File: config.mk
export PLATFORM = sky130hd
export DESIGN_NAME = epw22_result_capture
export DESIGN_NICKNAME = d
export VERILOG_FILES = /design/src/rtl/epw22_result_capture.sv
export SDC_FILE = /design/constraint.sdc
export NUM_CORES = 1
export LEC_CHECK = 0
export ABC_AREA = 0
export CORE_MARGIN = 8
export CORE_UTILIZATION = 37
export CTS_BUF_LIST = sky130_fd_sc_hd__clkbuf_2
export DETAILED_ROUTE_END_ITERATION = 7
export MAX_ROUTING_LAYER = met4
export PLACE_DENSITY = 0.66
export SETUP_SLACK_MARGIN = 0.02
export SLEW_MARGIN = 20
export SYNTH_ARGS = -nofsm -noshare
export SYNTH_HDL_FRONTEND = slang
export SYNTH_SLANG_ARGS = --single-unit
File: constraint.sdc
create_clock -name clk -period 5.3 [get_ports clk]
set_input_delay 1.06 -clock clk [delete_from_list [all_inputs] [get_ports clk]]
set_output_delay 1.06 -clock clk [all_outputs]
set_load 0.02 [all_outputs]
File: src/rtl/epw22_result_capture.sv
// epw22_result_capture: time-stamped, ordered result collector for the EPW22 design.
//
// Samples every result retired on in_valid (while in RUN), tags it with a free-running
// cycle stamp and queues it in a DEPTH-entry FIFO read out over a valid/ready port.
// A result arriving while the FIFO is full (with no pop that cycle) is dropped, sets the
// sticky overflow flag, bumps drop_count (saturating) and parks the block in HALT.
//
// Optional feature: define EPW22_CAPTURE_STAMP_EN to build the stamp counter and per-entry
// stamp storage; with it undefined out_stamp is tied to 0.
//
// Ports:
//   clk, rst_n                      clock, asynchronous active-low reset
//   start, clear                    control pulses (clear wins over everything)
//   in_valid, in_opcode, in_result  retired-result input
//   out_valid, out_ready            head-of-FIFO handshake
//   out_opcode, out_result, out_stamp  head entry (held when the FIFO is empty)
//   overflow, drop_count            loss reporting
//   state                           IDLE=0, RUN=1, HALT=2
module epw22_result_capture #(
  parameter int unsigned DATA_W  = 32,
  parameter int unsigned OP_W    = 4,
  parameter int unsigned DEPTH   = 8,
  parameter int unsigned STAMP_W = 16
) (
  input  logic               clk,
  input  logic               rst_n,
  input  logic               start,
  input  logic               clear,
  input  logic               in_valid,
  input  logic [OP_W-1:0]    in_opcode,
  input  logic [DATA_W-1:0]  in_result,
  output logic               out_valid,
  input  logic               out_ready,
  output logic [OP_W-1:0]    out_opcode,
  output logic [DATA_W-1:0]  out_result,
  output logic [STAMP_W-1:0] out_stamp,
  output logic               overflow,
  output logic [7:0]         drop_count,
  output logic [1:0]         state
);

  localparam int unsigned AW = $clog2(DEPTH);

  typedef enum logic [1:0] {
    StIdle = 2'd0,
    StRun  = 2'd1,
    StHalt = 2'd2
  } state_e;

  state_e            state_q, state_d;
  logic [AW:0]       wr_ptr_q, wr_ptr_d;
  logic [AW:0]       rd_ptr_q, rd_ptr_d;
  logic              overflow_q, overflow_d;
  logic [7:0]        drop_count_q, drop_count_d;
  logic [OP_W-1:0]   last_op_q, last_op_d;
  logic [DATA_W-1:0] last_res_q, last_res_d;

  logic [OP_W-1:0]   op_mem_q  [DEPTH];
  logic [DATA_W-1:0] res_mem_q [DEPTH];

  logic empty, full, push, pop, drop;
  logic [AW-1:0] wr_idx, rd_idx;

  assign wr_idx = wr_ptr_q[AW-1:0];
  assign rd_idx = rd_ptr_q[AW-1:0];
  assign empty  = (wr_ptr_q == rd_ptr_q);
  // Extra pointer MSB differs only when the writer has lapped the reader.
  assign full   = (wr_ptr_q[AW] != rd_ptr_q[AW]) && (wr_idx == rd_idx);

  always_comb begin
    pop  = 1'b0;
    push = 1'b0;
    drop = 1'b0;
    if (!clear) begin
      pop = !empty && out_ready;
      if (state_q == StRun && in_valid) begin
        // A pop in the same cycle frees the slot, so a full FIFO can still accept.
        if (!full || pop) push = 1'b1;
        else              drop = 1'b1;
      end
    end
  end

  always_comb begin
    state_d      = state_q;
    wr_ptr_d     = wr_ptr_q;
    rd_ptr_d     = rd_ptr_q;
    overflow_d   = overflow_q;
    drop_count_d = drop_count_q;
    if (clear) begin
      state_d      = StIdle;
      wr_ptr_d     = '0;
      rd_ptr_d     = '0;
      overflow_d   = 1'b0;
      drop_count_d = '0;
    end else begin
      if (push) wr_ptr_d = wr_ptr_q + 1'b1;
      if (pop)  rd_ptr_d = rd_ptr_q + 1'b1;
      if (drop) begin
        overflow_d = 1'b1;
        state_d    = StHalt;
        if (drop_count_q != 8'hFF) drop_count_d = drop_count_q + 8'd1;
      end
      if (state_q == StIdle && start) state_d = StRun;
    end
  end

  // Head data is read straight from storage; the last shown value is kept so the
  // outputs hold steady once the FIFO runs empty.
  always_comb begin
    out_valid  = !empty;
    out_opcode = empty ? last_op_q  : op_mem_q[rd_idx];
    out_result = empty ? last_res_q : res_mem_q[rd_idx];
    last_op_d  = out_opcode;
    last_res_d = out_result;
  end

  assign overflow   = overflow_q;
  assign drop_count = drop_count_q;
  assign state      = state_q;

  always_ff @(posedge clk or negedge rst_n) begin
    if (!rst_n) begin
      state_q      <= StIdle;
      wr_ptr_q     <= '0;
      rd_ptr_q     <= '0;
      overflow_q   <= 1'b0;
      drop_count_q <= '0;
      last_op_q    <= '0;
      last_res_q   <= '0;
    end else begin
      state_q      <= state_d;
      wr_ptr_q     <= wr_ptr_d;
      rd_ptr_q     <= rd_ptr_d;
      overflow_q   <= overflow_d;
      drop_count_q <= drop_count_d;
      last_op_q    <= last_op_d;
      last_res_q   <= last_res_d;
    end
  end

  // Storage needs no reset: it is only visible through out_* while the FIFO is non-empty.
  always_ff @(posedge clk) begin
    if (push) begin
      op_mem_q[wr_idx]  <= in_opcode;
      res_mem_q[wr_idx] <= in_result;
    end
  end

`ifdef EPW22_CAPTURE_STAMP_EN
  logic [STAMP_W-1:0] stamp_q, stamp_d;
  logic [STAMP_W-1:0] last_stamp_q, last_stamp_d;
  logic [STAMP_W-1:0] stamp_mem_q [DEPTH];

  // Free-running in every state, untouched by clear; wraps naturally.
  assign stamp_d = stamp_q + 1'b1;

  always_comb begin
    out_stamp    = empty ? last_stamp_q : stamp_mem_q[rd_idx];
    last_stamp_d = out_stamp;
  end

  always_ff @(posedge clk or negedge rst_n) begin
    if (!rst_n) begin
      stamp_q      <= '0;
      last_stamp_q <= '0;
    end else begin
      stamp_q      <= stamp_d;
      last_stamp_q <= last_stamp_d;
    end
  end

  always_ff @(posedge clk) begin
    if (push) stamp_mem_q[wr_idx] <= stamp_q;
  end
`else
  assign out_stamp = '0;
`endif

endmodule

==> results by group <==
Detailed routing
  • Initial drt markers: 354
  • Routed length per instance: roughly 20 µm
  • TritonRoute pass-1 iters: 5
  • DRC violation count after routing: 0
  • Number of nets still failing antenna checks after routing: 0
  • Vias per cell: just under 5
  • DR vias: approximately 6600
  • Final wirelength: 26.7 mm

Placed design
  • Half-perimeter wire length after detailed placement: 15.4 mm
  • Worst-case setup slack after placement: 1.31 ns
  • Final RePlAce weighted congestion: between 0.6 and 0.7
  • Total of buffers placed on input and output ports: 89

Worst setup path
  • Worst reg2reg path depth: 6
  • Kind of launch point of the worst setup path: flip-flop
  • Required arrival time at the worst endpoint: approximately 4.2 ns
  • Crit end category: output pin
  • Arr. time, crit path: about 3.7 ns
  • CP max FO: 41
  • Critical path class: flip-flop to output pin
  • Reg2reg end: res_mem_q[2][30]$_DFFE_PP_
  • R2R Path Start: rd_ptr_q[0]$_DFFE_PN0P_
  • Worst R2R Setup Slack: about 2.4 ns

Die
  • Number of placement rows: between 60 and 70
  • Core area: approximately 35000 µm²
  • Number of ports placed on the die boundary: approximately 110
  • Die Width: between 200 and 250 µm
  • Initial cell density of the core: between 30 and 40%
  • Height of the die: slightly above 200 µm
  • Die outline area: 42100 µm²

Logic synthesis
  • Post-synthesis cell type with the largest combined area: sky130_fd_sc_hd__edfxtp_1
  • Unique masters post-synth: 38
  • Most area-consuming cells after synthesis: sky130_fd_sc_hd__edfxtp_1 (65%), sky130_fd_sc_hd__mux4_2 (12%), sky130_fd_sc_hd__dfrtp_1 (10%), sky130_fd_sc_hd__mux2i_1 (3.0%), sky130_fd_sc_hd__buf_4 (1.5%)
  • Count of synthesis-stage warnings from yosys: 0
  • Number of standard cells after synthesis: about 670
  • Adder-cell area share of the yosys netlist: less than 1%
  • Netlist area before placement: approximately 13000 µm²
  • Register bit count reported by yosys: approximately 340
  • Dominant combinational cell family by area after synthesis: multiplexers
  • Area fraction in compound gates after synthesis: 2.09%
  • Post-synthesis share of cell area spent on and, or, nand and nor gates: 3.59%
  • Multiplexer share of the synthesized area: 15.3%
  • Number of synthesized flops with an enable pin: between 200 and 300
  • Asr flop ratio synth: 16.0%
  • Fraction of the yosys area taken by sequential cells: 75.7%
  • Main synth FF type: sky130_fd_sc_hd__edfxtp_1
  • Top-area cell type share of the netlist area: approximately two thirds
  • Xor and xnor area share after synthesis: 0.774%
  • Average cell area after synthesis: between 15 and 20 µm²

Finish
  • Nets@finish: 875
  • Filler cell count in the final layout: between 3000 and 4000
  • Final Util: 43.7%
  • Area growth syn-to-layout: 16.8%
  • Share of final-layout standard cells stronger than drive strength 1: 28.4%

Clock network
  • Worst-Skew Late Latency: slightly below 0.9 ns
  • CTS Buf Count: 85
  • Register clock-pin slew on the reported worst setup and hold paths: 0.10 ns
  • Clock net sink count: roughly 340
  • CTS tree: built
  • Total number of H-tree levels: 3
  • Hold buffers post-CTS: 0
  • Buffer levels on the longest clock path: 3
  • CTS root buf: sky130_fd_sc_hd__clkbuf_2
  • PostCTS Resize Cnt: 0
  • Number of setup buffers added after CTS: 0

Global routing
  • Number of global-route vias before repair: between 7000 and 8000
  • Pin count of the biggest net entering global routing: 56
  • First-pass GRT wire length: between 40 and 50 mm
  • Initial antenna violation count: 3
  • Total grt overflow: 0
  • GRT Total Usage: between 10% and 20%

STA
  • Fin crit share: around nine tenths
  • Slew margin rel.: roughly 44%
  • Final Max Slew Viols: 0
  • Shortest period the worst path allows: 4.80 ns
  • Final setup violating endpoints: 0
  • PnR worst setup slack: approximately 0.5 ns
  • Setup repair after global routing missed its margin: false
  • Maximum operating frequency: between 200 and 250 MHz
  • Transition time at the pin with the least slew margin: 0.837 ns
  • Final Hold Fails: 0
  • Maximum clock skew at final layout: around 0.084 ns
  • Worst hold-check slack: 0.274 ns

Power
  • Peak supply drop: about 270 µV
  • Power per Cell Area: 373 nW/µm²
  • Static Leakage: just over 5 nW

Status
  • Status: finished clean

Min path
  • Path type of the worst min-delay path: input port to async pin

Flow run
  • Max Cap Viol: 0
-- how the worst max path moves through the flow --
stage                       startpoint                        to  slack (ns)  depth (start not counted)
3_5_place_dp   rd_ptr_q[1]$_DFFE_PN0P_             out_result[1]        1.31                          5
6_report       rd_ptr_q[1]$_DFFE_PN0P_             out_result[1]        0.50                          5
3_3_place_gp   rd_ptr_q[1]$_DFFE_PN0P_             out_result[1]        1.37                          5
5_1_grt        rd_ptr_q[0]$_DFFE_PN0P_             out_result[1]        0.26                          5
4_1_cts        rd_ptr_q[1]$_DFFE_PN0P_             out_result[1]        0.37                          5
2_1_floorplan                    clear  op_mem_q[0][0]$_DFFE_PP_       -0.25                          3
-- worst max-delay path: stages, from the launching register on --
cell and delay (ns):
sky130_fd_sc_hd__dfrtp_4 0.78, sky130_fd_sc_hd__buf_4 0.61, sky130_fd_sc_hd__mux4_2 0.40, sky130_fd_sc_hd__mux2i_1 0.41, sky130_fd_sc_hd__o21ai_1 0.13, sky130_fd_sc_hd__clkdlybuf4s50_1 0.56
-- logic make-up after synthesis --
| group | Yosys count |
|---|---|
| muxes | 112 |
| adders and majority gates | 3 |
| DFF | 343 |
| other | 1 |
| AOI/OAI and AO/OA | 52 |
| and+or+nand+nor | 94 |
| xor gates and xnor gates | 10 |
| buffers and inverters | 52 |
-- Yosys cell counts, types with 2 or more instances --
master and instances:
sky130_fd_sc_hd__nand2_1 46, sky130_fd_sc_hd__mux2i_1 40, sky130_fd_sc_hd__buf_4 27, sky130_fd_sc_hd__o21ai_0 5
sky130_fd_sc_hd__xor2_2 2, sky130_fd_sc_hd__and3_1 3, sky130_fd_sc_hd__inv_1 2, sky130_fd_sc_hd__xnor2_1 3
sky130_fd_sc_hd__xor2_1 5, sky130_fd_sc_hd__buf_2 9, sky130_fd_sc_hd__buf_1 4, sky130_fd_sc_hd__nand4_1 3
sky130_fd_sc_hd__dfrtp_1 55, sky130_fd_sc_hd__nand2b_1 2, sky130_fd_sc_hd__edfxtp_1 288, sky130_fd_sc_hd__clkbuf_1 10
sky130_fd_sc_hd__o21ai_1 35, sky130_fd_sc_hd__nor2_1 14, sky130_fd_sc_hd__ha_1 3, sky130_fd_sc_hd__nand3_1 4
sky130_fd_sc_hd__nor4_1 4, sky130_fd_sc_hd__a21oi_1 8, sky130_fd_sc_hd__nor3_1 5, sky130_fd_sc_hd__or3_1 5
sky130_fd_sc_hd__mux4_2 72
-- cell type report --
cell class              instances  area, µm²  share of cell area [%]
repair buffers                111       1080                    6.97
well taps                     461        577                    3.73
clock buffers                 128        641                    4.14
flip-flops and latches        343      10000                    64.8
multi-input cells             287       3040                    19.6
clock inverters                21       91.3                   0.590
diodes                          3       7.51                  0.0485
inverters                       2       7.51                  0.0485
-- metrics by stage --
step | std cells | instance area, µm² | total power [mW] | TNS (ns)
global route | 1356 | 15500 | 6.09 | 0
floorplan | 682 | 13300 | 3.77 | -17.89
CTS | 1353 | 15500 | 5.89 | 0
detailed placement | 1204 | 14700 | 4.22 | 0
finish | 1356 | 15500 | 5.77 | 0
global placement | 1204 | 14700 | 4.21 | 0
-- cell usage in the layout (no fill, tap or decap), types with 4 or more instances in the layout --
cell and n:
sky130_fd_sc_hd__buf_4 21, sky130_fd_sc_hd__xor2_1 5, sky130_fd_sc_hd__mux2i_1 40, sky130_fd_sc_hd__o21ai_0 5, sky130_fd_sc_hd__conb_1 16, sky130_fd_sc_hd__a21oi_1 8
sky130_fd_sc_hd__nand2_1 46, sky130_fd_sc_hd__clkinv_2 6, sky130_fd_sc_hd__dfrtp_1 52, sky130_fd_sc_hd__nor3_2 5, sky130_fd_sc_hd__o21ai_1 35, sky130_fd_sc_hd__or3_1 5
sky130_fd_sc_hd__nor2_1 14, sky130_fd_sc_hd__edfxtp_1 288, sky130_fd_sc_hd__clkbuf_2 128, sky130_fd_sc_hd__mux4_2 72, sky130_fd_sc_hd__clkdlybuf4s50_1 88, sky130_fd_sc_hd__nand3_1 4
sky130_fd_sc_hd__clkinv_1 12
-- per-layer routing --
| layer | global-route usage (%) | up-vias | wire length (µm) |
|---|---|---|---|
| met5 | - | - | 0 |
| met4 | 4.85 | 0 | 429 |
| met3 | 3.27 | 35 | 1660 |
| met2 | 21.0 | 201 | 13000 |
| met1 | 16.6 | 3386 | 11600 |
| li1 | - | 3019 | - |
-- state kept, by name, summed over array words and instances, names as in the netlist --
signal,flops
overflow,1
rd_ptr_q,4
res_mem_q,256
wr_ptr_q,4
last_res_q,32
op_mem_q,32
last_op_q,4
state,2
drop_count,8
-- power by group --
group / internal [mW] / switching [mW]
clock network: 0.641 / 0.997
registers: 3.06 / 0.0617
logic: 0.464 / 0.548
Power figures use the tool's default switching activity.
